--- config.mk ---
export PLATFORM = sky130hd
export DESIGN_NAME = pes_ic_cpu_if
export DESIGN_NICKNAME = d
export VERILOG_FILES = /design/src/rtl/pes_ic_pkg.sv /design/src/rtl/pes_ic_cpu_if_cnt.sv /design/src/rtl/pes_ic_cpu_if.sv
export SDC_FILE = /design/constraint.sdc
export NUM_CORES = 1
export LEC_CHECK = 0
export ABC_AREA = 0
export CORE_MARGIN = 1
export CORE_UTILIZATION = 53
export CTS_BUF_LIST = sky130_fd_sc_hd__clkbuf_4
export DETAILED_ROUTE_END_ITERATION = 8
export HOLD_SLACK_MARGIN = 0.12
export PLACE_DENSITY_LB_ADDON = 0.1
export SLEW_MARGIN = 15
export SYNTH_ARGS = -nofsm -noshare
export SYNTH_HDL_FRONTEND = slang
export SYNTH_HIERARCHICAL = 1
export SYNTH_SLANG_ARGS = --single-unit
--- constraint.sdc ---
create_clock -name clk_in -period 4.31 [get_ports clk_in]
set_clock_uncertainty 0.1 [all_clocks]
set_input_delay 0.431 -clock clk_in [delete_from_list [all_inputs] [get_ports clk_in]]
set_output_delay 0.431 -clock clk_in [all_outputs]
set_load 0.005 [all_outputs]
--- src/rtl/pes_ic_pkg.sv ---
// Shared encodings for the pes_ic controller and its processor-side sequencer:
// FSM states, vector/EOI prefixes and configuration word helpers.
package pes_ic_pkg;

  typedef enum logic [3:0] {
    ST_IDLE,
    ST_CFG,
    ST_ACK_WAIT,
    ST_ACK1,
    ST_CAPTURE,
    ST_ACK2,
    ST_SERVICE,
    ST_EOI,
    ST_HOLDOFF
  } state_e;

  localparam logic [4:0] VEC_PFX_POLL = 5'b01011;
  localparam logic [4:0] VEC_PFX_PRIO = 5'b10011;
  localparam logic [4:0] EOI_PFX_POLL = 5'b10100;
  localparam logic [4:0] EOI_PFX_PRIO = 5'b01100;

  localparam logic [7:0] CFG_POLL_WORD = 8'h01;
  localparam logic [1:0] CFG_PRIO_TAG  = 2'b10;

  function automatic logic [4:0] vec_pfx(input logic prio);
    return prio ? VEC_PFX_PRIO : VEC_PFX_POLL;
  endfunction

  function automatic logic [4:0] eoi_pfx(input logic prio);
    return prio ? EOI_PFX_PRIO : EOI_PFX_POLL;
  endfunction

  // Word k carries the ids of ranks 2k and 2k+1, highest rank in the top bits.
  function automatic logic [7:0] cfg_prio_word(input logic [23:0] order, input logic [1:0] k);
    logic [23:0] sh;
    sh = order >> (5'(k) * 5'd6);
    return {sh[2:0], sh[5:3], CFG_PRIO_TAG};
  endfunction

endpackage

--- src/rtl/pes_ic_cpu_if_cnt.sv ---
// Loadable 8-bit down-counter that stops at zero; shared by the ack delay,
// post-EOI holdoff and vector-capture timeout.
module pes_ic_cpu_if_cnt (
  input  logic       clk_in,
  input  logic       rst_in,
  input  logic       load,
  input  logic [7:0] load_val,
  output logic       zero
);

  logic [7:0] cnt_q, cnt_d;

  always_comb begin
    cnt_d = cnt_q;
    if (load) begin
      cnt_d = load_val;
    end else if (cnt_q != 8'd0) begin
      cnt_d = cnt_q - 8'd1;
    end
  end

  always_ff @(posedge clk_in) begin
    if (rst_in) begin
      cnt_q <= '0;
    end else begin
      cnt_q <= cnt_d;
    end
  end

  assign zero = (cnt_q == 8'd0);

endmodule

--- src/rtl/pes_ic_cpu_if.sv ---
// Processor-side handshake sequencer for pes_ic: programming words, ack/EOI pulses
// and vector capture. Define PES_IC_CPU_IF_TIMEOUT_EN to add the capture timeout and tmo_err.
module pes_ic_cpu_if
  import pes_ic_pkg::*;
#(
  parameter int ACK_DLY = 6,
  parameter int GAP     = 10,
  parameter int TMO_CYC = 32
) (
  input  logic        clk_in,
  input  logic        rst_in,
  input  logic        intr_out,
  input  logic        ctrl_oe,
  input  logic [7:0]  bus_in,
  output logic [7:0]  bus_out,
  output logic        bus_drive,
  output logic        intr_in,
  input  logic        cfg_start,
  input  logic        cfg_prio,
  input  logic [23:0] prio_order,
  output logic        vec_valid,
  output logic [2:0]  vec_id,
  input  logic        eoi_req,
  output logic        busy,
  output logic        vec_err
`ifdef PES_IC_CPU_IF_TIMEOUT_EN
  ,
  output logic        tmo_err
`endif
);

  localparam logic [7:0] ACK_LD = 8'(ACK_DLY - 1);
  localparam logic [7:0] GAP_LD = 8'(GAP - 1);
  localparam logic [7:0] TMO_LD = 8'(TMO_CYC - 1);

  state_e      state_q, state_d;
  logic [7:0]  bus_out_q, bus_out_d;
  logic        drive_q, drive_d;
  logic        intr_in_q, intr_in_d;
  logic        vec_valid_q, vec_valid_d;
  logic [2:0]  vec_id_q, vec_id_d;
  logic        busy_q, busy_d;
  logic        vec_err_q, vec_err_d;
  logic        mode_q, mode_d;
  logic        bad_q, bad_d;
  logic [1:0]  widx_q, widx_d;
  logic        cnt_load;
  logic [7:0]  cnt_val;
  logic        cnt_zero;
`ifdef PES_IC_CPU_IF_TIMEOUT_EN
  logic        tmo_err_q, tmo_err_d;
`endif

  pes_ic_cpu_if_cnt u_cnt (
    .clk_in   (clk_in),
    .rst_in   (rst_in),
    .load     (cnt_load),
    .load_val (cnt_val),
    .zero     (cnt_zero)
  );

  always_comb begin
    state_d     = state_q;
    bus_out_d   = bus_out_q;
    drive_d     = drive_q;
    intr_in_d   = 1'b1;
    vec_valid_d = vec_valid_q;
    vec_id_d    = vec_id_q;
    vec_err_d   = vec_err_q;
    mode_d      = mode_q;
    bad_d       = bad_q;
    widx_d      = widx_q;
    cnt_load    = 1'b0;
    cnt_val     = ACK_LD;
`ifdef PES_IC_CPU_IF_TIMEOUT_EN
    tmo_err_d   = tmo_err_q;
`endif
    unique case (state_q)
      ST_IDLE: begin
        if (cfg_start) begin
          mode_d    = cfg_prio;
          vec_err_d = 1'b0;
          widx_d    = 2'd0;
          drive_d   = 1'b1;
          bus_out_d = cfg_prio ? cfg_prio_word(prio_order, 2'd0) : CFG_POLL_WORD;
          state_d   = ST_CFG;
        end else if (intr_out) begin
          cnt_load = 1'b1;
          cnt_val  = ACK_LD;
          state_d  = ST_ACK_WAIT;
        end
      end
      ST_CFG: begin
        if (!mode_q || widx_q == 2'd3) begin
          drive_d   = 1'b0;
          bus_out_d = '0;
          state_d   = ST_IDLE;
        end else begin
          widx_d    = widx_q + 2'd1;
          bus_out_d = cfg_prio_word(prio_order, widx_d);
        end
      end
      ST_ACK_WAIT: begin
        if (!intr_out) begin
          state_d = ST_IDLE;
        end else if (cnt_zero) begin
          intr_in_d = 1'b0;
          state_d   = ST_ACK1;
        end
      end
      ST_ACK1: begin
        cnt_load = 1'b1;
        cnt_val  = TMO_LD;
        state_d  = ST_CAPTURE;
      end
      ST_CAPTURE: begin
        if (ctrl_oe) begin
          vec_id_d  = bus_in[2:0];
          bad_d     = (bus_in[7:3] != vec_pfx(mode_q));
          vec_err_d = vec_err_q | bad_d;
          intr_in_d = 1'b0;
          state_d   = ST_ACK2;
        end
`ifdef PES_IC_CPU_IF_TIMEOUT_EN
        else if (cnt_zero) begin
          tmo_err_d = 1'b1;
          state_d   = ST_IDLE;
        end
`endif
      end
      ST_ACK2: begin
        // A bad vector still gets an EOI so the controller releases its in-service bit.
        if (bad_q) begin
          drive_d   = 1'b1;
          bus_out_d = {eoi_pfx(mode_q), vec_id_q};
          intr_in_d = 1'b0;
          state_d   = ST_EOI;
        end else begin
          vec_valid_d = 1'b1;
          state_d     = ST_SERVICE;
        end
      end
      ST_SERVICE: begin
        if (eoi_req) begin
          vec_valid_d = 1'b0;
          drive_d     = 1'b1;
          bus_out_d   = {eoi_pfx(mode_q), vec_id_q};
          intr_in_d   = 1'b0;
          state_d     = ST_EOI;
        end
      end
      ST_EOI: begin
        drive_d   = 1'b0;
        bus_out_d = '0;
        if (GAP == 0) begin
          state_d = ST_IDLE;
        end else begin
          cnt_load = 1'b1;
          cnt_val  = GAP_LD;
          state_d  = ST_HOLDOFF;
        end
      end
      ST_HOLDOFF: begin
        if (cnt_zero) begin
          state_d = ST_IDLE;
        end
      end
      default: state_d = ST_IDLE;
    endcase
    busy_d = (state_d != ST_IDLE);
  end

  always_ff @(posedge clk_in) begin
    if (rst_in) begin
      state_q     <= ST_IDLE;
      bus_out_q   <= '0;
      drive_q     <= 1'b0;
      intr_in_q   <= 1'b1;
      vec_valid_q <= 1'b0;
      vec_id_q    <= '0;
      busy_q      <= 1'b0;
      vec_err_q   <= 1'b0;
      mode_q      <= 1'b0;
      bad_q       <= 1'b0;
      widx_q      <= '0;
`ifdef PES_IC_CPU_IF_TIMEOUT_EN
      tmo_err_q   <= 1'b0;
`endif
    end else begin
      state_q     <= state_d;
      bus_out_q   <= bus_out_d;
      drive_q     <= drive_d;
      intr_in_q   <= intr_in_d;
      vec_valid_q <= vec_valid_d;
      vec_id_q    <= vec_id_d;
      busy_q      <= busy_d;
      vec_err_q   <= vec_err_d;
      mode_q      <= mode_d;
      bad_q       <= bad_d;
      widx_q      <= widx_d;
`ifdef PES_IC_CPU_IF_TIMEOUT_EN
      tmo_err_q   <= tmo_err_d;
`endif
    end
  end

  // Yield the bus immediately when the controller turns its drivers on; the word is lost.
  assign bus_drive = drive_q & ~ctrl_oe;
  assign bus_out   = bus_out_q;
  assign intr_in   = intr_in_q;
  assign vec_valid = vec_valid_q;
  assign vec_id    = vec_id_q;
  assign busy      = busy_q;
  assign vec_err   = vec_err_q;
`ifdef PES_IC_CPU_IF_TIMEOUT_EN
  assign tmo_err   = tmo_err_q;
`endif

endmodule

==> run metrics <==
Met3 Wirelength=163 microns; yosys warns=6; HPWL after detailed placement=3210 microns; Mapped Area=1910 sq um; Combinational Power Share=40.4%; relative slew slack=40.5%; Pre-antenna DRT Iters=4; ANT nets after route=0; period utilisation layout=55.7%; worst slew pin tran=893 ps; cell area power density=381 nW/um^2; main combinational cell family by area after synthesis=simple AND/OR/NAND/NOR gates; Compound-Gate Fraction of Synth Area=22.0%; post-synthesis mux area share=10.7%; aggregate global routing overflow=0; Max stage delay cell, worst path=nor2b_1; CTS H-tree lvls=2; count of different cell masters after synthesis=53; Fin. Hold Viols=0; Ports=55; share of cells above drive strength 1=9.30%; Max Freq=417 MHz; number of synthesized flops with an enable pin=0; top layer in use=met4; Top FF cell, synth=dfxtp_1; Post-CTS Resized=0; Switching Share=34.9%; Hold WS=361 ps; synthesis-to-layout area growth=29.4%; die height=62.1 microns; post-CTS setup buffer count=0; Final Util=73.1%; Clock Sinks=32; die area=3860 sq um; total CTS buffers=5; critical path required time=4470 ps; XOR/XNOR Fraction of Synth Area=2.75%; count leader, synth=dfxtp_1; CTS tree=built; arrival time worst endpoint=2560 ps; # nets final=299; Async S/R FF share, synth=0%; antenna violations before repair=0; Skew-Pair Late Insertion Delay=340 ps; Flop pwr share=42.2%; startpoint types=flip-flop; CP top delay family=simple AND/OR/NAND/NOR gates; status=finished, final reports clean; Initial Utilization=56.5%; fill count=270; DR vias=1772; Avg WL per Cell=14.5 microns; Max Cap Violations=0; setup TNS=0 ps; Critical Path End Type=flip-flop; Ant. Diodes=0; top post-synthesis cells by area=dfxtp_1 33%, mux4_2 7.1%, a211oi_1 4.7%, a21oi_1 4.2%, mux2i_1 3.7%; Root Buffer=clkbuf_4; largest net degree at the start of global routing=35; Crit Path Class=reg -> reg; Synth Instances=210; synthesized area per cell=9.12 sq um; WL met2=2070 microns; Adder-Cell Fraction of Synth Area=1.31%; post-synth top area share=33.5%; worst vdd rail ir drop=187 uV; Final setup viols=0; WP buf/inv=0; Post-Synth Simple-Gate Area=23.3%; Tightest Hold Check Type=reg -> reg; CTS Hold Bufs=0; Detailed Route WL=4400 microns; synth cell count leaders=32 x dfxtp_1, 16 x a21oi_1, 15 x nand2_1; Synth area leader=dfxtp_1; Iter 0 DRT Violations=121; power share of the clock group=17.4%; Rows=21; Leak Pwr=0.884 nW; Max Slew Vio Count=0; GR Util All Layers=25.0%; M1 WL=2060 microns; Die Wd=62.1 microns; critical path cell sequence=nor2b_1, o21ai_1, and2_1, a211oi_1; Psw=0.000329 W; synthesized flop and latch total=32; CP peak stage delay=600 ps; RePlAce Congestion=0.819; unrepaired setup endpoints after global routing=false; Final min period=2400 ps; core area=3390 sq um; vias in the first global route=1665; Longest Clk Path Bufs=2; DR DRC count=0; critical-path maximum fanout=12; global-route wire length before repair=7630 microns; port bufs=54; Reg clk slew, reported paths=90 ps; register area share after synthesis=33.5%; Via density=5.83; Internal Power=0.000615 W
[cell type report]
cell class,instances,area [sq um],share of cell area (%)
Multi-Input combinational cell,157,1160,47.0
Sequential cell,32,641,25.9
Timing Repair Buffer,54,536,21.6
Tap cell,46,57.6,2.32
Clock buffer,6,45.0,1.82
Inverter,8,30.0,1.21
Clock inverter,1,5.00,0.202
[routing by layer]
metal	global-route usage, %	vias up
li1	-	875
met1	33.3	840
met2	38.7	44
met3	5.33	13
met4	11.6	0
met5	0	-
[cells in the final DEF, fill, tap and decap left out, drive strengths merged, types with 4 or more instances in the layout]
cell type	instances
clkdlybuf4s50	53
dfxtp	32
a21oi	16
nand2	15
nor2	15
a211oi	13
nor3	9
inv	8
mux2i	7
nor2b	6
mux4	6
clkbuf	6
xnor2	5
nand3	5
nand2b	4
o32ai	4
conb	4
o21ai	4
[through the flow]
| step | area (sq um) | instances | worst slack, ps | total power (W) |
|---|---|---|---|---|
| final | 2480 | 304 | 1910 | 0.000944 |
| after global routing | 2480 | 304 | 1720 | 0.00101 |
| after CTS | 2480 | 304 | 1950 | 0.000948 |
| after detailed placement | 2430 | 297 | 1760 | 0.000782 |
| after global placement | 2430 | 297 | 1800 | 0.000773 |
| after floorplan | 1920 | 212 | 2400 | 0.000673 |
[logic make-up after synthesis]
family,after synthesis
and+or+nand+nor,75
AOI/OAI and AO/OA,57
DFF,32
xor gates and xnor gates,6
buffers and inverters,23
adders and majority gates,2
muxes,13
other,2
[worst reg2reg max path: stages (launching register included)]
cell and delay [ps]:
dfxtp_1 550, nor2b_1 600, o21ai_1 480, and2_1 380
a211oi_1 230
[sequential cells by signal, summed over array words and instances, names as in the netlist]
name	count
intr_in	1
drive_q	1
u_cnt/cnt_q	8
widx_q	2
busy	1
vec_valid	1
bad_q	1
vec_id	3
vec_err	1
state_q	4
bus_out	8
mode_q	1
[power by group through the flow]
stage / clock network (W) / logic [W] / registers [W]
global placement: 0 / 0.000369 / 0.000404
global route: 0.000183 / 0.000422 / 0.000406
floorplan: 0 / 0.000284 / 0.000389
finish: 0.000164 / 0.000381 / 0.000399
CTS: 0.000169 / 0.000381 / 0.000398
detailed placement: 0 / 0.000377 / 0.000405
[path summary, 6_finish.rpt]
check	from	endpoint	slack [ps]	depth (start not counted)
hold / removal	vec_err$_SDFFE_PP0P_	vec_err$_SDFFE_PP0P_	360	2
setup reg to reg	state_q[2]$_SDFF_PP0_	bus_out[4]$_SDFFE_PP0P_	1910	4
setup / recovery	state_q[2]$_SDFF_PP0_	bus_out[4]$_SDFFE_PP0P_	1910	4
hold reg to reg	vec_err$_SDFFE_PP0P_	vec_err$_SDFFE_PP0P_	360	2
Note: power is estimated with default switching activity, not from simulation.
